$ cat src/rtl/wb_port_arbiter_if.sv
// wb_port_arbiter_if: bundles the W-stage, MDU and register-file write-port
// signals of wb_port_arbiter. Optional overflow-trap signals exist only when
// WB_OVF_TRAP_EN is defined.
interface wb_port_arbiter_if;
  logic        W_RegWr;
  logic        W_MemtoReg;
  logic [31:0] W_Dout;
  logic [31:0] W_ALUout;
  logic        W_Overflow;
  logic [4:0]  W_Rw;
  logic        Md_Valid;
  logic [4:0]  Md_Rw;
  logic [31:0] Md_Data;
  logic        Md_Ready;
  logic        Stall;
  logic        Rf_We;
  logic [4:0]  Rf_Rw;
  logic [31:0] Rf_Din;
`ifdef WB_OVF_TRAP_EN
  logic        Ovf_Trap;
  logic [4:0]  Ovf_Rw;
`endif

  modport master (
    output W_RegWr, W_MemtoReg, W_Dout, W_ALUout, W_Overflow, W_Rw,
    output Md_Valid, Md_Rw, Md_Data,
    input  Md_Ready, Stall, Rf_We, Rf_Rw, Rf_Din
`ifdef WB_OVF_TRAP_EN
    , input Ovf_Trap, Ovf_Rw
`endif
  );

  modport slave (
    input  W_RegWr, W_MemtoReg, W_Dout, W_ALUout, W_Overflow, W_Rw,
    input  Md_Valid, Md_Rw, Md_Data,
    output Md_Ready, Stall, Rf_We, Rf_Rw, Rf_Din
`ifdef WB_OVF_TRAP_EN
    , output Ovf_Trap, Ovf_Rw
`endif
  );
endinterface

$ cat src/rtl/wb_port_arbiter.sv
// wb_port_arbiter: shares the register-file write port between the W stage
// and buffered MDU results. The W stage has priority; MDU results drain in
// idle slots, and a starvation counter forces a one-cycle stall so the FIFO
// head gets written. Optional feature macro: WB_OVF_TRAP_EN (suppress
// overflowing W writes and report them on Ovf_Trap/Ovf_Rw).
module wb_port_arbiter #(
  parameter int unsigned DEPTH    = 2,
  parameter int unsigned MAX_WAIT = 4
) (
  input logic              Clk,
  input logic              Reset,
  wb_port_arbiter_if.slave bus
);
  localparam int unsigned AW = (DEPTH > 1) ? $clog2(DEPTH) : 1;
  localparam int unsigned CW = AW + 1;
  localparam int unsigned WW = $clog2(MAX_WAIT + 1);
  localparam logic [CW-1:0] FULL_CNT = CW'(DEPTH);
  localparam logic [WW-1:0] WAIT_LIM = WW'(MAX_WAIT);

  logic [4:0]       fifo_rw   [DEPTH];
  logic [31:0]      fifo_data [DEPTH];
  logic [DEPTH-1:0] fifo_kill;
  logic [AW-1:0]    head_q, tail_q;
  logic [CW-1:0]    count_q, count_next;
  logic [WW-1:0]    wait_q, wait_next;
  logic             stall_q, stall_next;
  logic             rf_we_q;
  logic [4:0]       rf_rw_q;
  logic [31:0]      rf_din_q;

  logic             md_ready, w_write, wreq, push, pop, drain, head_kill, pending;
  logic [AW-1:0]    offs [DEPTH];
  logic [DEPTH-1:0] entry_valid, kill_hit;

`ifdef WB_OVF_TRAP_EN
  logic             ovf_hit;
  logic             ovf_trap_q;
  logic [4:0]       ovf_rw_q;
`else
  logic             unused_ovf;
  assign unused_ovf = bus.W_Overflow;
`endif

  // Request qualification, grant decision, kill matching and starvation tracking
  always_comb begin
    md_ready = (count_q < FULL_CNT);
    w_write  = bus.W_RegWr && (bus.W_Rw != 5'd0) && !stall_q;
`ifdef WB_OVF_TRAP_EN
    ovf_hit  = w_write && bus.W_Overflow;
    wreq     = w_write && !bus.W_Overflow;
`else
    wreq     = w_write;
`endif
    head_kill = (count_q != '0) && fifo_kill[head_q];
    drain     = !wreq && (count_q != '0) && !fifo_kill[head_q];
    pop       = head_kill || drain;
    push      = bus.Md_Valid && md_ready && (bus.Md_Rw != 5'd0);

    // Entries that stay live after this cycle's kills keep the wait counter running
    pending = 1'b0;
    for (int unsigned i = 0; i < DEPTH; i++) begin
      offs[i]        = AW'(i) - head_q;
      entry_valid[i] = (CW'(offs[i]) < count_q);
      kill_hit[i]    = wreq && entry_valid[i] && (fifo_rw[i] == bus.W_Rw);
      if (entry_valid[i] && !fifo_kill[i] && !kill_hit[i]) pending = 1'b1;
    end

    count_next = count_q + CW'(push) - CW'(pop);

    if (stall_q)                wait_next = '0;
    else if (wreq && pending)   wait_next = wait_q + WW'(1);
    else if (count_next == '0)  wait_next = '0;
    else                        wait_next = wait_q;

    stall_next = !stall_q && (wait_next == WAIT_LIM);
  end

  // FIFO storage: kill marking on W grants, tail write on accepted MDU results
  always_ff @(posedge Clk or posedge Reset) begin
    if (Reset) begin
      for (int unsigned i = 0; i < DEPTH; i++) begin
        fifo_rw[i]   <= '0;
        fifo_data[i] <= '0;
      end
      fifo_kill <= '0;
    end else begin
      for (int unsigned i = 0; i < DEPTH; i++) begin
        if (kill_hit[i]) fifo_kill[i] <= 1'b1;
      end
      // The tail slot is never live when push is allowed, so the fresh entry is never killed
      if (push) begin
        fifo_rw[tail_q]   <= bus.Md_Rw;
        fifo_data[tail_q] <= bus.Md_Data;
        fifo_kill[tail_q] <= 1'b0;
      end
    end
  end

  // Pointers, occupancy, starvation counter and forced-drain stall
  always_ff @(posedge Clk or posedge Reset) begin
    if (Reset) begin
      head_q  <= '0;
      tail_q  <= '0;
      count_q <= '0;
      wait_q  <= '0;
      stall_q <= 1'b0;
    end else begin
      head_q  <= head_q + AW'(pop);
      tail_q  <= tail_q + AW'(push);
      count_q <= count_next;
      wait_q  <= wait_next;
      stall_q <= stall_next;
    end
  end

  // Registered register-file write port; address/data hold when idle
  always_ff @(posedge Clk or posedge Reset) begin
    if (Reset) begin
      rf_we_q  <= 1'b0;
      rf_rw_q  <= '0;
      rf_din_q <= '0;
    end else if (wreq) begin
      rf_we_q  <= 1'b1;
      rf_rw_q  <= bus.W_Rw;
      rf_din_q <= bus.W_MemtoReg ? bus.W_Dout : bus.W_ALUout;
    end else if (drain) begin
      rf_we_q  <= 1'b1;
      rf_rw_q  <= fifo_rw[head_q];
      rf_din_q <= fifo_data[head_q];
    end else begin
      rf_we_q  <= 1'b0;
    end
  end

`ifdef WB_OVF_TRAP_EN
  // One-cycle trap pulse and captured destination for suppressed overflow writes
  always_ff @(posedge Clk or posedge Reset) begin
    if (Reset) begin
      ovf_trap_q <= 1'b0;
      ovf_rw_q   <= '0;
    end else begin
      ovf_trap_q <= ovf_hit;
      if (ovf_hit) ovf_rw_q <= bus.W_Rw;
    end
  end

  assign bus.Ovf_Trap = ovf_trap_q;
  assign bus.Ovf_Rw   = ovf_rw_q;
`endif

  assign bus.Md_Ready = md_ready;
  assign bus.Stall    = stall_q;
  assign bus.Rf_We    = rf_we_q;
  assign bus.Rf_Rw    = rf_rw_q;
  assign bus.Rf_Din   = rf_din_q;
endmodule

$ cat src/flat_wrapper.sv
// flat-port wrapper written by rule: the top's interface ports become plain ports
module wb_port_arbiter_flat 
#(
  parameter int unsigned DEPTH    = 2,
  parameter int unsigned MAX_WAIT = 4
)
  (Clk, Reset, bus_W_RegWr, bus_W_MemtoReg, bus_W_Dout, bus_W_ALUout, bus_W_Overflow, bus_W_Rw, bus_Md_Valid, bus_Md_Rw, bus_Md_Data, bus_Md_Ready, bus_Stall, bus_Rf_We, bus_Rf_Rw, bus_Rf_Din);
  wb_port_arbiter_if bus_i ();
  input logic Clk;
  input logic Reset;
  input wire logic [$bits(bus_i.W_RegWr)-1:0] bus_W_RegWr;
  input wire logic [$bits(bus_i.W_MemtoReg)-1:0] bus_W_MemtoReg;
  input wire logic [$bits(bus_i.W_Dout)-1:0] bus_W_Dout;
  input wire logic [$bits(bus_i.W_ALUout)-1:0] bus_W_ALUout;
  input wire logic [$bits(bus_i.W_Overflow)-1:0] bus_W_Overflow;
  input wire logic [$bits(bus_i.W_Rw)-1:0] bus_W_Rw;
  input wire logic [$bits(bus_i.Md_Valid)-1:0] bus_Md_Valid;
  input wire logic [$bits(bus_i.Md_Rw)-1:0] bus_Md_Rw;
  input wire logic [$bits(bus_i.Md_Data)-1:0] bus_Md_Data;
  output wire logic [$bits(bus_i.Md_Ready)-1:0] bus_Md_Ready;
  output wire logic [$bits(bus_i.Stall)-1:0] bus_Stall;
  output wire logic [$bits(bus_i.Rf_We)-1:0] bus_Rf_We;
  output wire logic [$bits(bus_i.Rf_Rw)-1:0] bus_Rf_Rw;
  output wire logic [$bits(bus_i.Rf_Din)-1:0] bus_Rf_Din;
  assign bus_i.W_RegWr = bus_W_RegWr;
  assign bus_i.W_MemtoReg = bus_W_MemtoReg;
  assign bus_i.W_Dout = bus_W_Dout;
  assign bus_i.W_ALUout = bus_W_ALUout;
  assign bus_i.W_Overflow = bus_W_Overflow;
  assign bus_i.W_Rw = bus_W_Rw;
  assign bus_i.Md_Valid = bus_Md_Valid;
  assign bus_i.Md_Rw = bus_Md_Rw;
  assign bus_i.Md_Data = bus_Md_Data;
  assign bus_Md_Ready = bus_i.Md_Ready;
  assign bus_Stall = bus_i.Stall;
  assign bus_Rf_We = bus_i.Rf_We;
  assign bus_Rf_Rw = bus_i.Rf_Rw;
  assign bus_Rf_Din = bus_i.Rf_Din;
  wb_port_arbiter #(.DEPTH(DEPTH), .MAX_WAIT(MAX_WAIT)) u_core (.Clk(Clk), .Reset(Reset), .bus(bus_i));
endmodule
$ cat config.mk
export PLATFORM = sky130hd
export DESIGN_NAME = wb_port_arbiter_flat
export DESIGN_NICKNAME = d
export VERILOG_FILES = /design/src/rtl/wb_port_arbiter_if.sv /design/src/rtl/wb_port_arbiter.sv /design/src/flat_wrapper.sv
export SDC_FILE = /design/constraint.sdc
export NUM_CORES = 1
export LEC_CHECK = 0
export BUFFER_PORTS_ARGS = -buffer_cell sky130_fd_sc_hd__buf_2
export CORE_MARGIN = 2
export CORE_UTILIZATION = 55
export CTS_BUF_LIST = sky130_fd_sc_hd__clkbuf_8
export DETAILED_ROUTE_END_ITERATION = 8
export GPL_TIMING_DRIVEN = 0
export PLACE_DENSITY = 0.83
export REMOVE_ABC_BUFFERS = 1
export SETUP_SLACK_MARGIN = 0.05
export SLEW_MARGIN = 20
export SYNTH_ARGS = -nofsm -noshare
export SYNTH_HDL_FRONTEND = slang
export SYNTH_SLANG_ARGS = --single-unit
$ cat constraint.sdc
create_clock -name Clk -period 5.3 [get_ports Clk]
set_clock_uncertainty 0.15 [all_clocks]
set_input_delay 0.53 -clock Clk [delete_from_list [all_inputs] [get_ports Clk]]
set_output_delay 0.53 -clock Clk [all_outputs]
set_load 0.01 [all_outputs]
# Word level (Yosys, flattened, before mapping)
# Cells that the tools add are included.
[classes]
shifts = 0
magnitude_cmp = 9
add_sub_neg = 7
multipliers = 0
bitwise_logic = 4
n_mux = 31
eq_ne = 3
n_reduce_logical = 32
n_div = 0
[ops]
columns = ["cell", "count"]
rows = [
  ["32-bit 2-to-1 mux", 7],
  ["64-bit bitwise mux", 1],
  ["32-bit demux with 1-bit select", 1],
  ["5-bit 2-to-1 mux", 6],
  ["1-bit logical AND", 19],
  ["10-bit bitwise mux", 1],
  ["5-bit == test", 2],
  ["5-bit nonzero test", 2],
  ["1-bit 2-to-1 mux", 9],
  ["3-bit 2-to-1 mux", 3],
  ["1-bit zero test", 7],
  ["5-bit demux with 1-bit select", 1],
  ["2-bit >= comparator (second input constant)", 2],
  ["1-bit by 2-bit < comparator with 1-bit output", 2],
  ["1-bit by 2-bit < comparator with 1-bit output (second input constant)", 2],
  ["1-bit NOT with 2-bit output", 2],
  ["2-bit nonzero test", 2],
  ["3-bit by 1-bit adder with 3-bit output (second input constant)", 1],
  ["3-bit == test (second input constant)", 1],
  ["1-bit adder", 2],
  ["2-bit by 1-bit adder with 2-bit output", 1],
  ["2-bit AND", 1],
  ["2-bit zero test", 1],
  ["2-bit by 1-bit < comparator with 1-bit output (second input constant)", 1],
  ["other kinds (8)", 9],
]
[totals]
latch_bits = 0
inputBits = 112
ramBits = 0
word_cells = 99
romBits = 0
regBits = 122
out_inout_bits = 40
mem_count = 0

# Logic depth before layout (Yosys ltp)
# Gate-level depths: netlist (run 1).
[depth]
ltp_word = 14
mapped_depth = 15
mapped_depth_nobuf = 14

# Worst setup path after synthesis (run 1)
# No wires, ideal clock.
[synth_timing]
path_kind = "input -> register"
from = "in bus_W_Rw[3]"
to = "reg u_core.stall_q, in the netlist u_core.bus.Stall"
cell_stages = 15
t_arrival_ns = 2.848
path_slack_ns = 2.175
t_required_ns = 5.023
path_buffers = 1
setup_ns = 0.127
path_cell_list = "or4_4 o21ai_1 buf_2 nor2_1 nor2_1 ha_1 inv_1 ha_1 xnor2_1 xnor2_1 nor2_1 nor2_1 nand2_1 mux2i_1 nor3b_2"
[synth_via]
elab_chain_cells = 14
elab_cells_between_ends = 27
cone_classes = "1 x add/sub; 3 x eq/ne; 5 x mux; 18 x reduce/logical"
[synth_rtl]
columns = ["element", "line", "rtl"]
rows = [
  ["start: declaration", "flat_wrapper.sv:16", "input wire logic [$bits(bus_i.W_Rw)-1:0] bus_W_Rw;"],
  ["5-bit nonzero test", "wb_port_arbiter.sv:47", "w_write = bus.W_RegWr && (bus.W_Rw != 5'd0) && !stall_q;"],
  ["1-bit logical AND (2 in series)", "wb_port_arbiter.sv:47", ""],
  ["1-bit zero test", "wb_port_arbiter.sv:55", "drain = !wreq && (count_q != '0) && !fifo_kill[head_q];"],
  ["1-bit logical AND (2 in series)", "wb_port_arbiter.sv:55", ""],
  ["1-bit logical OR", "wb_port_arbiter.sv:56", "pop = head_kill || drain;"],
  ["2-bit by 1-bit subtractor with 2-bit output", "wb_port_arbiter.sv:68", "count_next = count_q + CW'(push) - CW'(pop);"],
  ["named net u_core.count_next[1]", "wb_port_arbiter.sv:24", "logic [CW-1:0] count_q, count_next;"],
  ["2-bit zero test", "wb_port_arbiter.sv:72", "else if (count_next == '0) wait_next = '0;"],
  ["3-bit 2-to-1 mux", "wb_port_arbiter.sv:72", ""],
  ["3-bit 2-to-1 mux", "wb_port_arbiter.sv:71", "else if (wreq && pending) wait_next = wait_q + WW'(1);"],
  ["3-bit 2-to-1 mux", "wb_port_arbiter.sv:70", "if (stall_q) wait_next = '0;"],
  ["named net u_core.wait_next[1]", "wb_port_arbiter.sv:25", "logic [WW-1:0] wait_q, wait_next;"],
  ["3-bit == test", "wb_port_arbiter.sv:75", "stall_next = !stall_q && (wait_next == WAIT_LIM);"],
  ["1-bit logical AND", "wb_port_arbiter.sv:75", ""],
  ["named net u_core.stall_next", "wb_port_arbiter.sv:26", "logic stall_q, stall_next;"],
  ["end signal: assignment", "wb_port_arbiter.sv:112", "stall_q <= stall_next;"],
  ["end: declaration", "wb_port_arbiter.sv:26", ""],
]
# The timed path passes the listed nets, and every way through them passes these cells.
# A chain may end at the register's enable or synchronous reset.

# Worst setup path after layout (run 1)
[layout_timing]
from = "reg u_core.stall_q, in the netlist u_core.bus.Stall"
to = "reg u_core.stall_q, in the netlist u_core.bus.Stall"
[layout_via]
elab_chain_cells = 13
elab_cells_between_ends = 24
cone_classes = "1 x add/sub; 1 x eq/ne; 5 x mux; 17 x reduce/logical"
[layout_rtl]
columns = ["element", "line"]
rows = [
  ["1-bit zero test", "wb_port_arbiter.sv:47"],
  ["1-bit logical AND", "wb_port_arbiter.sv:47"],
  ["1-bit zero test", "wb_port_arbiter.sv:55"],
  ["1-bit logical AND (2 in series)", "wb_port_arbiter.sv:55"],
  ["1-bit logical OR", "wb_port_arbiter.sv:56"],
  ["2-bit by 1-bit subtractor with 2-bit output", "wb_port_arbiter.sv:68"],
  ["named net u_core.count_next[1]", "wb_port_arbiter.sv:24"],
  ["2-bit zero test", "wb_port_arbiter.sv:72"],
  ["3-bit 2-to-1 mux", "wb_port_arbiter.sv:72"],
  ["3-bit 2-to-1 mux", "wb_port_arbiter.sv:71"],
  ["3-bit 2-to-1 mux", "wb_port_arbiter.sv:70"],
  ["named net u_core.wait_next[2]", "wb_port_arbiter.sv:25"],
  ["3-bit == test", "wb_port_arbiter.sv:75"],
  ["1-bit logical AND", "wb_port_arbiter.sv:75"],
  ["named net u_core.stall_next", "wb_port_arbiter.sv:26"],
]
# The timed path passes the listed nets, and every way through them passes these cells.

==> flow_summary_export.csv, run 1 <==
group,metric,value,unit
clocking,cts_tree,"yes",
power,power.density,614.1,nW/um^2
sta,drv_slew,0,
placed_design,portBuffers,150,
die,core-area,10280,sq um
global_route,grt_pass1_vias,4398,
die,dieArea,11330,sq um
sta,fin_crit_sh,62.01,%
clocking,root_buffer,"clkbuf_8",
yosys,synth_mux_area_share,27.11,%
yosys,synthCells,472,
route,route.detailed.drc,0,
placed_design,dpl.hpwl,8669,um
clocking,clock_sinks,122,
layout,area_growth_syn_to_layout,23.93,%
sta,period_needed,3.287,ns
route,routedWlPerCell,16.59,um
route,vias,4281,
critical_path,crit_type,"reg2reg",
yosys,ys_warn_count,0,
yosys,ys_seq_elements,122,
route,ant_nets,0,
global_route,grt_max_degree,73,
die,fp.dieW,106.5,um
clocking,clk_latency,0.43,ns
clocking,ctsHoldBuffers,0,
yosys,synth_xor_area_share,2.124,%
yosys,synth_cell_types,28,
clocking,post_cts_resized,0,
layout,diodes,0,
power,p_sw,0.001595,W
power,p_int,0.002799,W
global_route,grt_antenna_before_repair,0,
clocking,post_cts_buffers,0,
route,drtPass1Iterations,4,
power,vdd_drop_max,0.3256,mV
critical_path,startpoint,"u_core.bus.Stall",
global_route,grt_first_pass_wirelength,20580,um
yosys,postSynthAreaPerCell,12.23,sq um
placed_design,place_ws,1.770,ns
clocking,clk_pin_slew,0.07,ns
global_route,track_usage,23.33,%
placed_design,globalplace.congestion,0.8665,
sta,setup_ws,2.013,ns
clocking,htreeDepth,4,
route,wl,12670,um
clocking,clk_path_buf_depth,2,
critical_path,start_kind,"flop",
route,viasPerCell,5.603,
layout,drive_gt1_share,43.31,%
critical_path,r2r-end,"u_core.bus.Stall",
die,initial_core_util,56.17,%
critical_path,critical_path_arrival,3.49,ns
critical_path,end_kind,"flop",
layout,fin_nets,733,
yosys,synth_area,5773,sq um
critical_path,worst_r2r_path_depth,14,
layout,final_core_util,69.61,%
job,maxCapViolations,0,
route,dr.first_iter.drc_count,151,
sta,max_freq,304.3,MHz
die,die_y,106.5,um
yosys,synthSimpleGateAreaFrac,4.486,%
clocking,numCtsBuffers,17,
sta,finalSetupViolCount,0,
yosys,synth_compound_area_share,9.710,%
sta,relSlewSlack,33.27,%
sta,hold_viol,0,
outcome,outcome,"finished clean",
critical_path,r2r_start,"u_core.bus.Stall",
critical_path,worst_ep_required_time,5.51,ns
yosys,synth_top_family_by_area,"multiplexers",
critical_path,path_max_fanout,7,
sta,rsz0062_at_grt,"false",
die,row_count,37,
worst_hold_path,min_path_type,"in2async",
yosys,seq_area_frac_synth,52.88,%
sta,worst_pin_slew,1.001,ns
layout,n_fill_cell,803,
power,p_seq_share,40.2,%
global_route,gr-total-overflow,0,
critical_path,reg2reg_slack,2.01,ns
power,p_sw_share,36.29,%
power,comb_power_share,42.0,%
die,io_pins,152,
yosys,synth-adder-area-share,1.084,%
power,leakagePower,3.437,nW
power,clkPwrFrac,17.8,%
-- cell type report --
class                   count  area, sq um  area share (%)
clock buffers              19        261.5           3.655
inverters                   6        27.53          0.3847
multi-input cells         312         2594           36.25
clock inverters            12        108.9           1.522
flip-flops and latches    122         3057           42.72
well taps                 136        170.2           2.378
repair buffers            157        935.9           13.08
-- worst max-delay path, stage by stage (launching register included) --
cell     delay, ns
dfrtp_1       0.42
nor2b_1       0.63
o21ai_4       0.27
nor2_1        0.17
nor2_1        0.08
ha_1          0.29
inv_1         0.04
ha_1          0.18
xnor2_1       0.17
xnor2_1       0.17
nor2_1        0.06
nor2_1        0.16
nand2_1       0.07
mux2i_1       0.16
nor3b_2       0.18
-- power by group through the flow --
| stage | clock (W) | combinational [W] | sequential, W |
|---|---|---|---|
| 6_report | 0.000783 | 0.00184 | 0.00177 |
| 5_1_grt | 0.000840 | 0.00205 | 0.00183 |
| 4_1_cts | 0.000801 | 0.00187 | 0.00177 |
| 3_5_place_dp | 0 | 0.00185 | 0.00178 |
| 3_3_place_gp | 0 | 0.00173 | 0.00174 |
| 2_1_floorplan | 0 | 0.00124 | 0.00176 |
-- cells in the final DEF, fill, tap and decap left out, drive strengths merged, types with 2 or more instances in the layout --
cell type	instances
a41oi	2
nand2	45
nor2b	2
clkbuf	19
xor2	4
ha	5
xnor2	10
clkinv	6
o211ai	34
a21oi	4
bufinv	2
inv	9
nor2	7
dfrtp	122
mux2i	72
buf	157
o21ai	42
mux2	75
-- per-stage QoR --
| stage | setup TNS, ns | power, W | instance area [sq um] | cells | hold WS, ns |
|---|---|---|---|---|---|
| after detailed placement | 0 | 0.003626 | 6784 | 733 | 0.3443 |
| final | 0 | 0.004394 | 7154 | 764 | 0.05014 |
| after floorplan | 0 | 0.002999 | 5645 | 440 | 0.2973 |
| after CTS | 0 | 0.004434 | 7154 | 764 | 0.05211 |
| after global placement | -65.38 | 0.003476 | 6566 | 726 | 0.3050 |
| after global routing | 0 | 0.004713 | 7154 | 764 | 0.08387 |
-- registers in the layout (all words and copies together) (netlist names) --
signal             flops
u_core.fifo_kill       2
u_core.fifo_rw        10
u_core.wait_q          3
u_core.count_q         2
u_core.fifo_data      64
u_core.bus.Rf_Din     32
u_core.tail_q          1
u_core.bus.Stall       1
u_core.bus.Rf_Rw       5
u_core.bus.Rf_We       1
u_core.head_q          1
-- logic make-up after synthesis --
family | Yosys count
adder cells (fa/ha/maj) | 5
flip-flops | 122
AO/OA/AOI/OAI | 86
multiplexers | 147
buffers and inverters | 38
XOR/XNOR | 14
AND/OR/NAND/NOR | 60
-- Yosys cell counts (all sizes together) --
library cell	number	area, sq um
nand2	45	171.4
o2111a	1	11.26
nand2b	1	6.260
buf	7	33.78
and2	1	6.260
o211ai	34	255.2
nor2	7	26.28
nor3b	1	12.51
o21ai	42	210.2
a41oi	2	32.53
dfrtp	122	3053
nor4	1	6.260
or4	1	11.26
xnor2	10	87.58
a21oi	4	20.02
ha	5	62.56
mux2i	72	720.7
o22ai	1	6.260
mux2	75	844.6
o311a	1	10.01
o21a	1	15.01
clkbuf	25	93.84
nor2b	2	12.51
inv	6	22.52
xor2	4	35.03
or3	1	6.260
-- metal layers --
metal | GRT usage [%] | wire length, um
met2 | 39.33 | 6272
met1 | 28.30 | 5473
met5 | 0 | 0
met4 | 10.39 | 274
met3 | 5.947 | 652
-- worst max path at each step --
stage | to | slack (ns) | cells after the start
global route | u_core.bus.Stall | 1.79 | 14
detailed placement | u_core.bus.Stall | 1.77 | 15
CTS | u_core.bus.Stall | 1.97 | 13
global placement | u_core.bus.Rf_Din[19] | -1.80 | 5
finish | u_core.bus.Stall | 2.01 | 14
floorplan | u_core.bus.Stall | 0.25 | 14
(Power assumes the default switching activity.)
==> run 2, diff against run 1 <==
--- a/config.mk
+++ b/config.mk
@@ -7,11 +7,11 @@
 export LEC_CHECK = 0
 export BUFFER_PORTS_ARGS = -buffer_cell sky130_fd_sc_hd__buf_2
 export CORE_MARGIN = 2
-export CORE_UTILIZATION = 55
+export CORE_UTILIZATION = 49
 export CTS_BUF_LIST = sky130_fd_sc_hd__clkbuf_8
 export DETAILED_ROUTE_END_ITERATION = 8
 export GPL_TIMING_DRIVEN = 0
-export PLACE_DENSITY = 0.83
+export PLACE_DENSITY = 0.78
 export REMOVE_ABC_BUFFERS = 1
 export SETUP_SLACK_MARGIN = 0.05
 export SLEW_MARGIN = 20
==> constraint.sdc (replaced) <==
create_clock -name Clk -period 2.77 [get_ports Clk]
set_clock_uncertainty 0.15 [all_clocks]
set_input_delay 0.277 -clock Clk [delete_from_list [all_inputs] [get_ports Clk]]
set_output_delay 0.277 -clock Clk [all_outputs]
set_load 0.01 [all_outputs]
==> run 2 against run 1 <==
Against the previous run: sequential share of layout area down 6.6 points; clock power up 89%; sequential power grew 85%; final cell count up 17%.
==> flow_summary_export.csv, run 2 (synthesis results as in run 1) <==
group,metric,value,unit
outcome,outcome,"finished clean",
job,maxCapViolations,0,
critical_path,critical_path_arrival,2.86,ns
route,drtPass1Iterations,4,
power,leakagePower,3.991,nW
clocking,clk_latency,0.44,ns
sta,relSlewSlack,23.08,%
route,viasPerCell,5.539,
die,row_count,39,
placed_design,portBuffers,150,
clocking,numCtsBuffers,17,
clocking,cts_tree,"yes",
sta,fin_crit_sh,95.88,%
clocking,clk_path_buf_depth,2,
sta,hold_viol,0,
route,dr.first_iter.drc_count,244,
sta,finalSetupViolCount,0,
clocking,clk_pin_slew,0.07,ns
die,initial_core_util,50.34,%
power,vdd_drop_max,0.8281,mV
global_route,grt_pass1_vias,5447,
layout,diodes,0,
clocking,root_buffer,"clkbuf_8",
power,power.density,1068,nW/um^2
placed_design,globalplace.congestion,0.8430,
placed_design,place_area,6785,sq um
die,die_y,112.5,um
layout,final_common_cell,"buf_2",
critical_path,crit_type,"in2reg",
critical_path,path_max_fanout,5,
die,core-area,11470,sq um
clocking,htreeDepth,4,
route,vias,4952,
die,io_pins,152,
layout,drive_gt1_share,40.21,%
critical_path,end_kind,"flop",
layout,mostFrequentLayoutCells,"150 x buf_2, 120 x dfrtp_1, 107 x dlygate4sd3_1, 74 x mux2_2, 71 x mux2i_1",
sta,period_needed,2.656,ns
layout,fin_nets,855,
route,route.detailed.drc,0,
route,routedWlPerCell,18.92,um
layout,n_fill_cell,729,
layout,area_growth_syn_to_layout,46.60,%
critical_path,worst_ep_required_time,2.98,ns
worst_hold_path,min_path_type,"in2reg",
critical_path,start_kind,"input pin",
die,fp.dieW,112.5,um
placed_design,dpl.hpwl,8748,um
layout,largest_register,"u_core.fifo_data",
clocking,clock_sinks,122,
route,wl,16920,um
sta,holdWs,0.1577,ns
sta,worst_pin_slew,1.154,ns
global_route,grt_antenna_before_repair,0,
global_route,grt_max_degree,66,
layout,final_core_util,73.80,%
die,dieArea,12670,sq um
layout,final_area,8463,sq um
sta,drv_slew,0,
layout,largest_reg_flops,64,
global_route,grt_first_pass_wirelength,27180,um
global_route,gr-total-overflow,0,
sta,max_freq,376.5,MHz
route,ant_nets,0,
sta,rsz0062_at_grt,"false",
global_route,track_usage,27.69,%
-- run 2: cell types whose count changed in the layout (fill, tap and decap cells not counted), sizes merged --
cell,previous run,this run
buf,157,171
bufbuf,0,1
bufinv,2,1
clkbuf,19,21
dlygate4sd3,0,107
-- run 2: stage by stage --
step	worst slack (ns)	cells	total power, W	TNS [ns]
global route	0.04612	894	0.009649	0
detailed placement	-0.6535	740	0.006906	-2.275
floorplan	-2.108	440	0.005698	-199.02
CTS	0.05081	891	0.008799	0
global placement	-4.114	733	0.006358	-447.92
finish	0.1140	894	0.009040	0
-- run 2: final cells by class --
cell class | count | area [sq um] | share of cell area (%)
flip-flops and latches | 122 | 3058 | 36.13
multi-input cells | 312 | 2694 | 31.83
repair buffers | 279 | 2137 | 25.25
clock buffers | 21 | 289.0 | 3.415
well taps | 143 | 178.9 | 2.114
clock inverters | 11 | 78.83 | 0.9314
inverters | 6 | 27.53 | 0.3253
-- run 2: worst paths after layout --
check / start / slack, ns / end / cells past startpoint
worst max-delay path: bus_Md_Rw[0] / 0.11 / u_core.bus.Stall / 12
worst min-delay path: bus_Md_Valid / 0.16 / u_core.fifo_kill[1] / 3
worst max register to register: u_core.head_q / 0.12 / u_core.bus.Stall / 13
worst min register to register: u_core.tail_q / 0.35 / u_core.fifo_kill[1] / 1
max in group asynchronous: Reset / 1.42 / u_core.fifo_data[53] / 4
min in group asynchronous: Reset / 0.34 / u_core.fifo_rw[8] / 3
-- run 2: power breakdown --
part	internal, W	total, W	switching (W)
combinational	0.00220	0.00430	0.00210
clock	0.000784	0.00148	0.000694
sequential	0.00271	0.00327	0.000560
-- run 2: metal layers --
layer / track usage (%) / up-vias / share of wire, %
met1: 31.28 / 2490 / 39
met3: 7.721 / 48 / 5.7
met5: 0 / - / 0
met4: 13.09 / 0 / 3.4
met2: 48.42 / 194 / 51
li1: - / 2220 / -
-- run 2: critical path, stage by stage --
cell	delay, ns
dlygate4sd3_1	0.56
buf_2	0.15
or3_1	0.36
o311a_4	0.37
ha_4	0.19
xnor2_4	0.13
xnor2_2	0.17
nor2_2	0.06
nor2_2	0.12
nand2_1	0.09
mux2i_2	0.19
nor3b_2	0.19
-- run 2: timing repair --
item / 4_1_cts / 5_1_grt
resized for setup: 11 / 9
setup endpoints to repair: 5 / 4
hold buffers: 107 / 0
pin swaps: 9 / 8
cloned: 1 / 0
buffers inserted: 11 / 4
endpoints found under the hold margin: 175 / 0
